`src/rtl/cam_capture_if.sv`:
```
// Camera byte stream in, assembled RGB pixels and frame status out.
// master = camera/consumer side, slave = cam_capture.
interface cam_capture_if;
   logic        cam_vsync;
   logic        cam_href;
   logic [7:0]  cam_data;
   logic [23:0] rgb_data_out;
   logic        pixel_valid;
   logic [9:0]  x;
   logic [9:0]  y;
   logic        frame_start;
   logic        frame_done;
   logic [7:0]  frame_count;
   logic        line_err;

   modport master (
      output cam_vsync, cam_href, cam_data,
      input  rgb_data_out, pixel_valid, x, y,
      input  frame_start, frame_done, frame_count, line_err
   );

   modport slave (
      input  cam_vsync, cam_href, cam_data,
      output rgb_data_out, pixel_valid, x, y,
      output frame_start, frame_done, frame_count, line_err
   );
endinterface

```
`src/rtl/cam_capture.sv`:
```
// RGB565 camera capture: two bytes per pixel, expanded to 24-bit R,B,G with coordinates.
// Optional CAM_CAPTURE_TEST_PATTERN_EN replaces pixel data with 8 vertical colour bars.
//
// state   | meaning
// SYNC    | after reset, waiting for cam_vsync high
// VBLANK  | vertical blanking, waiting for cam_vsync to fall
// ACTIVE  | inside a frame, no byte pending
// BYTE_HI | high byte latched, waiting for the low byte
module cam_capture #(
   parameter int H_ACTIVE = 640,
   parameter int V_ACTIVE = 480
) (
   input  logic         clk,
   input  logic         reset,
   cam_capture_if.slave cam_bus
);

   typedef enum logic [1:0] {SYNC, VBLANK, ACTIVE, BYTE_HI} state_t;

   localparam logic [15:0] LP_H = 16'(H_ACTIVE);
   localparam logic [15:0] LP_V = 16'(V_ACTIVE);

   state_t      r_state;
   logic        r_vsync_d;
   logic        r_href_d;
   logic [7:0]  r_hi;
   logic [15:0] r_col;
   logic [15:0] r_row;
   logic        r_line_bytes;
   logic [23:0] r_rgb;
   logic [9:0]  r_x;
   logic [9:0]  r_y;
   logic        r_pixel_valid;
   logic        r_frame_start;
   logic        r_frame_done;
   logic [7:0]  r_frame_count;
   logic        r_line_err;

   logic        w_vsync_rise;
   logic        w_href_fall;
   logic [4:0]  w_r5;
   logic [5:0]  w_g6;
   logic [4:0]  w_b5;
   logic [23:0] w_capture_rgb;
   logic [23:0] w_pixel_rgb;
   logic        w_in_window;

   assign w_vsync_rise = cam_bus.cam_vsync & ~r_vsync_d;
   assign w_href_fall  = ~cam_bus.cam_href & r_href_d;

   assign w_r5 = r_hi[7:3];
   assign w_g6 = {r_hi[2:0], cam_bus.cam_data[7:5]};
   assign w_b5 = cam_bus.cam_data[4:0];
   assign w_capture_rgb = {w_r5, w_r5[4:2], w_b5, w_b5[4:2], w_g6, w_g6[5:4]};

   assign w_in_window = (r_col < LP_H) && (r_row < LP_V);

`ifdef CAM_CAPTURE_TEST_PATTERN_EN
   localparam logic [18:0] LP_H19 = 19'(H_ACTIVE);
   logic [2:0] w_bar;

   assign w_bar = 3'({r_col, 3'b000} / LP_H19);

   // Channels are in R,B,G order, so yellow (R+G) is FF00FF and magenta (R+B) is FFFF00.
   always_comb begin
      w_pixel_rgb = 24'h000000;
      case (w_bar)
         3'd0: w_pixel_rgb = 24'hFFFFFF;
         3'd1: w_pixel_rgb = 24'hFF00FF;
         3'd2: w_pixel_rgb = 24'h00FFFF;
         3'd3: w_pixel_rgb = 24'h0000FF;
         3'd4: w_pixel_rgb = 24'hFFFF00;
         3'd5: w_pixel_rgb = 24'hFF0000;
         3'd6: w_pixel_rgb = 24'h00FF00;
         default: w_pixel_rgb = 24'h000000;
      endcase
   end
`else
   assign w_pixel_rgb = w_capture_rgb;
`endif

   always_ff @(posedge clk or posedge reset) begin
      if (reset) begin
         r_state       <= SYNC;
         r_vsync_d     <= 1'b0;
         r_href_d      <= 1'b0;
         r_hi          <= 8'h00;
         r_col         <= 16'd0;
         r_row         <= 16'd0;
         r_line_bytes  <= 1'b0;
         r_rgb         <= 24'h000000;
         r_x           <= 10'd0;
         r_y           <= 10'd0;
         r_pixel_valid <= 1'b0;
         r_frame_start <= 1'b0;
         r_frame_done  <= 1'b0;
         r_frame_count <= 8'd0;
         r_line_err    <= 1'b0;
      end else begin
         r_vsync_d     <= cam_bus.cam_vsync;
         r_href_d      <= cam_bus.cam_href;
         r_pixel_valid <= 1'b0;
         r_frame_start <= 1'b0;
         r_frame_done  <= 1'b0;

         case (r_state)
            SYNC: begin
               if (cam_bus.cam_vsync)
                  r_state <= VBLANK;
            end

            VBLANK: begin
               if (!cam_bus.cam_vsync) begin
                  r_state       <= ACTIVE;
                  r_frame_start <= 1'b1;
                  r_x           <= 10'd0;
                  r_y           <= 10'd0;
                  r_col         <= 16'd0;
                  r_row         <= 16'd0;
                  r_line_bytes  <= 1'b0;
               end
            end

            ACTIVE, BYTE_HI: begin
               if (w_vsync_rise) begin
                  // Only a frame that delivered every line counts as done.
                  if (r_row == LP_V) begin
                     r_frame_done  <= 1'b1;
                     r_frame_count <= r_frame_count + 8'd1;
                  end
                  r_state <= VBLANK;
               end else if (w_href_fall) begin
                  r_col <= 16'd0;
                  if (r_line_bytes && (r_row != 16'hFFFF))
                     r_row <= r_row + 16'd1;
                  if ((r_col != LP_H) || (r_state == BYTE_HI))
                     r_line_err <= 1'b1;
                  r_line_bytes <= 1'b0;
                  r_state      <= ACTIVE;
               end else if (cam_bus.cam_href) begin
                  r_line_bytes <= 1'b1;
                  if (r_state == ACTIVE) begin
                     r_hi    <= cam_bus.cam_data;
                     r_state <= BYTE_HI;
                  end else begin
                     r_state <= ACTIVE;
                     if (w_in_window) begin
                        r_pixel_valid <= 1'b1;
                        r_rgb         <= w_pixel_rgb;
                        r_x           <= r_col[9:0];
                        r_y           <= r_row[9:0];
                     end else begin
                        r_line_err <= 1'b1;
                     end
                     if (r_col != 16'hFFFF)
                        r_col <= r_col + 16'd1;
                  end
               end
            end

            default: r_state <= SYNC;
         endcase
      end
   end

   assign cam_bus.rgb_data_out = r_rgb;
   assign cam_bus.pixel_valid  = r_pixel_valid;
   assign cam_bus.x            = r_x;
   assign cam_bus.y            = r_y;
   assign cam_bus.frame_start  = r_frame_start;
   assign cam_bus.frame_done   = r_frame_done;
   assign cam_bus.frame_count  = r_frame_count;
   assign cam_bus.line_err     = r_line_err;

endmodule

```
`src/flat_wrapper.sv`:
```
// flat-port wrapper written by rule: the top's interface ports become plain ports
module cam_capture_flat 
#(
   parameter int H_ACTIVE = 640,
   parameter int V_ACTIVE = 480
)
  (clk, reset, cam_bus_cam_vsync, cam_bus_cam_href, cam_bus_cam_data, cam_bus_rgb_data_out, cam_bus_pixel_valid, cam_bus_x, cam_bus_y, cam_bus_frame_start, cam_bus_frame_done, cam_bus_frame_count, cam_bus_line_err);
  cam_capture_if cam_bus_i ();
  input  logic clk;
  input  logic reset;
  input wire logic [$bits(cam_bus_i.cam_vsync)-1:0] cam_bus_cam_vsync;
  input wire logic [$bits(cam_bus_i.cam_href)-1:0] cam_bus_cam_href;
  input wire logic [$bits(cam_bus_i.cam_data)-1:0] cam_bus_cam_data;
  output wire logic [$bits(cam_bus_i.rgb_data_out)-1:0] cam_bus_rgb_data_out;
  output wire logic [$bits(cam_bus_i.pixel_valid)-1:0] cam_bus_pixel_valid;
  output wire logic [$bits(cam_bus_i.x)-1:0] cam_bus_x;
  output wire logic [$bits(cam_bus_i.y)-1:0] cam_bus_y;
  output wire logic [$bits(cam_bus_i.frame_start)-1:0] cam_bus_frame_start;
  output wire logic [$bits(cam_bus_i.frame_done)-1:0] cam_bus_frame_done;
  output wire logic [$bits(cam_bus_i.frame_count)-1:0] cam_bus_frame_count;
  output wire logic [$bits(cam_bus_i.line_err)-1:0] cam_bus_line_err;
  assign cam_bus_i.cam_vsync = cam_bus_cam_vsync;
  assign cam_bus_i.cam_href = cam_bus_cam_href;
  assign cam_bus_i.cam_data = cam_bus_cam_data;
  assign cam_bus_rgb_data_out = cam_bus_i.rgb_data_out;
  assign cam_bus_pixel_valid = cam_bus_i.pixel_valid;
  assign cam_bus_x = cam_bus_i.x;
  assign cam_bus_y = cam_bus_i.y;
  assign cam_bus_frame_start = cam_bus_i.frame_start;
  assign cam_bus_frame_done = cam_bus_i.frame_done;
  assign cam_bus_frame_count = cam_bus_i.frame_count;
  assign cam_bus_line_err = cam_bus_i.line_err;
  cam_capture #(.H_ACTIVE(H_ACTIVE), .V_ACTIVE(V_ACTIVE)) u_core (.clk(clk), .reset(reset), .cam_bus(cam_bus_i));
endmodule
```
`config.mk`:
```
export PLATFORM = sky130hd
export DESIGN_NAME = cam_capture_flat
export DESIGN_NICKNAME = d
export VERILOG_FILES = /design/src/rtl/cam_capture_if.sv /design/src/rtl/cam_capture.sv /design/src/flat_wrapper.sv
export SDC_FILE = /design/constraint.sdc
export NUM_CORES = 1
export LEC_CHECK = 0
export CORE_ASPECT_RATIO = 1.1
export CORE_MARGIN = 3
export CORE_UTILIZATION = 54
export CTS_CLUSTER_DIAMETER = 100
export DETAILED_ROUTE_END_ITERATION = 10
export PLACE_DENSITY = 0.85
export SLEW_MARGIN = 10
export SYNTH_ARGS = -nofsm -noshare
export SYNTH_HDL_FRONTEND = slang
export SYNTH_SLANG_ARGS = --single-unit
```
`constraint.sdc`:
```
create_clock -name clk -period 2.9 [get_ports clk]
set_input_delay 0.29 -clock clk [delete_from_list [all_inputs] [get_ports clk]]
set_output_delay 0.29 -clock clk [all_outputs]
set_load 0.02 [all_outputs]
```
==> results.ini, run 1 <==
[synthesis]
synth.avg_cell_area_um2 = 10.04
ys.flop_type = dfrtp_1
synth_area_um2 = 4651
syn_inst = 463
synth_seq_cells = 93
synth_fp_nets = 480
ys_types = 55
synth-edff-count = 0
ys_seq_area_share_pct = 50.04
synth_warnings = 0
async_reset_ff_share_pct = 100.0

[pwr]
powerDensity_nw_per_um2 = 739.0
peakVddDrop_uv = 281.9
p_leak_nw = 2.237
power.total_w = 0.004080

[global_routing]
grt-ovfl-total = 0
track_usage_pct = 21.36
grt_max_degree = 94
grt-busiest-layer = met2
antenna_found_initial = 0
gr-usage-met1_pct = 28.74
use_met2_pct = 34.93
grt_pass1_wl_mm = 16.44
use_met3_pct = 3.835
grt_pass1_vias = 3369

[critical_path]
crit_fanout = 17
crit_path_end_kind = flip-flop
crit_family = compound AO/OA/AOI/OAI gates
cp-start-kind = flip-flop
max_stage_delay_ns = 0.60
cp_slowest_cell = o211ai_2
reg2reg_depth = 6
cp_cell_sequence = ha_1, nand4_1, or4_1, o211ai_2, o21bai_1, a21o_1
path_depth = 6
critPathKind = reg -> reg
cp.required_ns = 3.20
timing.critical_path.buf_inv = 0
cp.arrival_ns = 2.76

[layout]
mostFrequentLayoutCell = dfrtp_1
fin_nets = 528
drive_gt1_share_pct = 12.23
area_delta_synth_final_pct = 18.72
mostFrequentLayoutCells = dfrtp_1 (93), nand2_1 (74), clkdlybuf4s50_1 (67)
antenna_cells = 0

[sta]
max_freq_mhz = 407.8
finalSetupTns_ns = 0
worstMarginPinSlew_ns = 0.7065
hold_viol = 0
max-slew-margin-rel_pct = 52.76
post-route-period-util_pct = 84.57
rsz0062_at_grt = no
final_max_slew_viol_count = 0
finalSetupViolCount = 0
period_needed_ns = 2.452
skew_ns = 0.01323

[detailed_routing]
finalWirelength_mm = 10.02
drt_iter0_markers = 260
drcViolationCount = 0
final_antenna_net_count = 0
drtPass1Iterations = 5
via_count = 3723
wl_per_cell_um = 16.08
vias_per_cell = 5.976

[clock_tree]
tritoncts = built
clkTransAtPathRegs_ns = 0.09
post_cts_buffers = 0
htreeDepth = 3
holdBufCountCts = 0
clockRootBuffer = clkbuf_8
clock-sinks = 93
clk_latency_ns = 0.37
clockBufferDepth = 2
numCtsBuffers = 9
ctsResizeCount = 0

[status]
status = completed

[floorplan]
num_io_pins = 68
die_w_um = 94.49
core_um2 = 8125
start_util_pct = 57.24
fp.dieH_um = 103.3
die_area_um2 = 9763
rows = 34

[flow_run]
cap_violations = 0

[place]
place_hpwl_mm = 6.930
routabilityCongestion = 0.8840
port_buffers = 67

[min_path]
hp-class = in -> async

[stage by stage]
step / hold slack [ns] / utilization (%) / cell area [µm²] / instances / worst slack [ns]
after floorplan: 0.3214 / - / 4651 / 463 / 0.1897
after global placement: 0.4492 / 65.57 / 5328 / 608 / 0.5229
after detailed placement: 0.4703 / 65.57 / 5328 / 608 / 0.4945
after CTS: 0.3712 / 67.96 / 5522 / 623 / 0.4590
after global routing: 0.4134 / 67.96 / 5522 / 623 / 0.2359
final: 0.3331 / 67.96 / 5522 / 623 / 0.4476
[registers in the layout, indices dropped and copies added, names as in the netlist, 2 cells and up]
signal                       count
u_core.cam_bus.rgb_data_out     16
u_core.r_col                    16
u_core.r_row                    16
u_core.cam_bus.x                10
u_core.cam_bus.y                10
u_core.cam_bus.frame_count       8
u_core.r_hi                      8
u_core.r_state                   2
[cells in the mapped netlist, types with 2 or more instances]
library cell	count	area share, %
dfrtp_1	93	50
nand2_1	74	6.0
nand3_1	28	3.0
mux2_2	24	5.8
nor2_1	24	1.9
nand4_1	21	2.8
o311ai_1	18	3.4
o21ai_0	17	1.8
clkbuf_1	13	1.0
xnor2_1	13	2.4
buf_2	12	1.3
inv_1	11	0.89
a21oi_1	8	0.86
buf_4	8	1.3
nand2b_1	8	1.1
and4_1	7	1.3
a31o_2	5	0.94
and3_1	5	0.67
ha_1	5	1.3
nor2b_1	5	0.67
nor3_1	5	0.54
and2_1	4	0.54
nor4_1	4	0.54
o22a_1	4	0.75
a311oi_1	3	0.57
a31oi_1	3	0.40
buf_1	3	0.24
o211ai_1	3	0.48
or4_1	3	0.48
a2111oi_0	2	0.38
a21o_1	2	0.32
a32o_1	2	0.43
buf_6	2	0.48
o31ai_1	2	0.32
or3_1	2	0.27
[worst reg2reg max path: cells and delay by family, from the launching register on]
kind	cells	cell delay [ns]
simple gates	2	0.75
fa+ha+maj	1	0.26
compound gates	3	0.94
flops	1	0.45
[cell type report]
cell class | instances | area [µm²]
Clock buffer | 9 | 123.9
Clock inverter | 6 | 70.07
Fill cell | 602 | 2604
Inverter | 11 | 42.54
Multi-Input combinational cell | 321 | 2079
Sequential cell | 93 | 2327
Tap cell | 108 | 135.1
Timing Repair Buffer | 75 | 743.2
[logic make-up after synthesis]
logic type	synth area share (%)
AND/OR/NAND/NOR	22.25
flip-flops	50.04
AO/OA/AOI/OAI	12.21
buffers and inverters	5.246
multiplexers	6.269
XOR/XNOR	2.637
adder cells (fa/ha/maj)	1.345
[final timing paths]
| path | start | end | slack [ns] |
|---|---|---|---|
| max in group asynchronous | reset | u_core.r_col[11]$_DFFE_PP0P_ | 2.17 |
| worst min register to register | u_core.cam_bus.frame_count[7]$_DFFE_PP0P_ | u_core.cam_bus.frame_count[7]$_DFFE_PP0P_ | 0.48 |
| worst min-delay path | reset | u_core.cam_bus.rgb_data_out[15]$_DFFE_PP0P_ | 0.33 |
| worst max-delay path | u_core.r_row[0]$_DFFE_PP0P_ | u_core.r_row[12]$_DFFE_PP0P_ | 0.45 |
| min in group clk | cam_bus_cam_vsync | u_core.r_vsync_d$_DFF_PP0_ | 0.46 |
| worst max register to register | u_core.r_row[0]$_DFFE_PP0P_ | u_core.r_row[12]$_DFFE_PP0P_ | 0.45 |
[per-layer routing]
metal / routed length (µm) / vias up
met5: 0 / -
met4: 139 / 0
met3: 686 / 13
met2: 4774 / 132
met1: 4420 / 1810
li1: - / 1768
[where the power goes]
group | switching [W] | internal, W
registers | 0.000223 | 0.00157
clock network | 0.000476 | 0.000400
logic | 0.000727 | 0.000684
total | 0.00143 | 0.00265
Note: power is estimated with default switching activity, not from simulation.
==> run 2: changes to the inputs <==
clock period = 2.3 ns   (was 2.9 ns; I/O delays follow)
==> results.ini, run 2 (synthesis results as in run 1) <==
[flow_run]
cap_violations = 0  ; unchanged

[clock_tree]
htreeDepth = 3  ; unchanged
ctsResizeCount = 0  ; unchanged
post_cts_buffers = 0  ; unchanged
clockBufferDepth = 2  ; unchanged
clockRootBuffer = clkbuf_8  ; unchanged
clk_latency_ns = 0.37  ; about the same
numCtsBuffers = 9  ; unchanged
holdBufCountCts = 0  ; unchanged
clkTransAtPathRegs_ns = 0.09  ; about the same
clock-sinks = 93  ; unchanged
tritoncts = built  ; unchanged

[critical_path]
critPathKind = reg -> reg  ; unchanged
r2r_setup_slack_ns = 0.11  ; was 0.45 ns
cp_slowest_cell = dfrtp_2  ; was o211ai_2
cp.required_ns = 2.56  ; was 3.20 ns
crit_fanout = 8  ; was 17
cp.arrival_ns = 2.45  ; was 2.76 ns
worstReg2RegStart = u_core.r_row[0]$_DFFE_PP0P_  ; unchanged
r2r-end = u_core.cam_bus.frame_count[3]$_DFFE_PP0P_  ; was u_core.r_row[12]$_DFFE_PP0P_
reg2reg_depth = 8  ; was 6
max_stage_delay_ns = 0.46  ; was 0.60 ns
cp-start-kind = flip-flop  ; unchanged
critPathLaunch = u_core.r_row[0]$_DFFE_PP0P_  ; unchanged
cp_cell_sequence = inv_1, ha_1, or4b_1, or3_4, nor3_4, buf_4, nand4_1, xnor2_1  ; was ha_1, nand4_1, or4_1, o211ai_2, o21bai_1, a21o_1
crit_path_end_kind = flip-flop  ; unchanged

[layout]
area_delta_synth_final_pct = 21.12  ; was 18.72%
fin_nets = 541  ; was 528
drive_gt1_share_pct = 15.12  ; was 12.23%
mostFrequentLayoutCell = dfrtp_1  ; unchanged
antenna_cells = 0  ; unchanged
fillers = 576  ; was 602
mostFrequentLayoutCells = dfrtp_1 (91), nand2_1 (74), clkdlybuf4s50_1 (67)  ; was dfrtp_1 (93), nand2_1 (74), clkdlybuf4s50_1 (67)
final_cell_count_no_fill = 637  ; was 623

[detailed_routing]
drcViolationCount = 0  ; unchanged
finalWirelength_mm = 10.34  ; was 10.02 mm
wl_per_cell_um = 16.22  ; was 16.08 µm
via_count = 3792  ; was 3,723
final_antenna_net_count = 0  ; unchanged
vias_per_cell = 5.953  ; was 5.976
drt_iter0_markers = 242  ; was 260
drtPass1Iterations = 5  ; unchanged

[sta]
hold_viol = 0  ; unchanged
rsz0062_at_grt = no  ; unchanged
skew_ns = 0.008539  ; was 0.01323 ns
max_freq_mhz = 457.1  ; was 407.8 MHz
finalSetupViolCount = 0  ; unchanged
finalSetupTns_ns = 0  ; unchanged
post-route-period-util_pct = 95.12  ; was 84.57%
worstMarginPinSlew_ns = 0.6258  ; was 0.7065 ns
period_needed_ns = 2.188  ; was 2.452 ns
max-slew-margin-rel_pct = 58.28  ; was 52.76%
final_max_slew_viol_count = 0  ; unchanged

[pwr]
pwr-share-clk_pct = 20.4  ; was 21.5%
internal_power_w = 0.003312  ; was 0.002654 W
p_comb_share_pct = 35.4  ; was 34.6%
p_leak_nw = 2.296  ; was 2.237 nW
p_sw_w = 0.001822  ; was 0.001426 W
switching_share_pct = 35.49  ; was 34.95%
peakVddDrop_uv = 391.2  ; was 281.9 µV
pwr-share-seq_pct = 44.2  ; was 44.0%
powerDensity_nw_per_um2 = 911.5  ; was 739.0 nW/µm²

[global_routing]
antenna_found_initial = 0  ; unchanged
grt_pass1_vias = 3521  ; was 3,369
grt-ovfl-total = 0  ; unchanged
track_usage_pct = 22.18  ; was 21.36%
grt_max_degree = 50  ; was 94
grt_pass1_wl_mm = 16.93  ; was 16.44 mm

[floorplan]
num_io_pins = 68  ; unchanged
rows = 34  ; unchanged
start_util_pct = 57.24  ; unchanged
die_w_um = 94.49  ; unchanged
core_um2 = 8125  ; unchanged
die_area_um2 = 9763  ; unchanged
fp.dieH_um = 103.3  ; unchanged

[min_path]
hp-class = in -> async  ; unchanged

[place]
routabilityCongestion = 0.8944  ; was 0.8840
place_hpwl_mm = 7.302  ; was 6.930 mm
post-place-cells = 621  ; was 608
port_buffers = 67  ; unchanged

[status]
status = completed  ; unchanged

run 2: cell types whose count changed in the layout (fill, tap and decap cells not counted):
| cell | before | now |
|---|---|---|
| dfrtp_1 | 93 | 91 |
| buf_4 | 7 | 19 |
| ha_2 | 0 | 1 |
| clkbuf_8 | 9 | 10 |
| dfrtp_2 | 0 | 2 |
| ha_1 | 5 | 4 |
| buf_12 | 1 | 2 |
| bufinv_16 | 1 | 0 |
| clkinv_2 | 1 | 0 |
| inv_6 | 2 | 4 |
run 2: metrics by stage:
stage                     instance area [µm²]  total power, W  worst slack [ns]  hold WS, ns  utilization, %
final                                    5633        0.005134            0.1122      0.07902           69.33
after global routing                     5633        0.005421          0.002454      0.08686           69.33
after CTS                                5628        0.005156            0.1036      0.07738           69.26
after detailed placement                 5440        0.004126            0.1205       0.4554           66.95
after global placement                   5440        0.004033            0.1955       0.4538           66.95
after floorplan                          4654        0.003349            0.2041       0.2614               -
run 2: layout make-up:
cell class / count / area [µm²] / share of cell area [%]
clock buffer: 10 / 137.6 / 2.443
inverter: 11 / 45.04 / 0.7996
multi-input combinational: 321 / 2082 / 36.96
clock inverter: 6 / 50.05 / 0.8885
timing repair buffer: 88 / 853.3 / 15.15
tap: 108 / 135.1 / 2.399
sequential: 93 / 2330 / 41.36
run 2: how the worst max path moves through the flow:
stage | to | slack (ns) | depth (start not counted)
2_1_floorplan | u_core.r_col[4]$_DFFE_PP0P_ | 0.20 | 9
3_3_place_gp | u_core.r_col[12]$_DFFE_PP0P_ | 0.20 | 6
3_5_place_dp | u_core.cam_bus.frame_count[5]$_DFFE_PP0P_ | 0.12 | 8
4_1_cts | u_core.r_row[12]$_DFFE_PP0P_ | 0.10 | 7
5_1_grt | u_core.r_row[3]$_DFFE_PP0P_ | 0.002 | 7
6_report | u_core.cam_bus.frame_count[3]$_DFFE_PP0P_ | 0.11 | 8
run 2: layer usage:
metal  global-route usage, %  share of wire (%)  up-vias
met4                   7.658                1.4        0
met2                   37.72                 50      155
li1                        -                  -     1797
met5                       0                  0        -
met3                   3.907                6.3       16
met1                   28.89                 42     1824
run 2: worst max-delay path, delay by kind of cell, from the launching register on:
family	cells	cell delay [ns]
XOR/XNOR	1	0.15
adder cells (fa/ha/maj)	1	0.14
buffers and inverters	2	0.27
flip-flops	1	0.46
AND/OR/NAND/NOR	4	1.08
run 2: power groups by stage:
stage | sequential [W] | combinational (W) | clock [W]
floorplan | 0.00251 | 0.000839 | 0
global placement | 0.00226 | 0.00177 | 0
detailed placement | 0.00230 | 0.00183 | 0
CTS | 0.00226 | 0.00184 | 0.00106
global route | 0.00232 | 0.00197 | 0.00113
finish | 0.00227 | 0.00182 | 0.00105
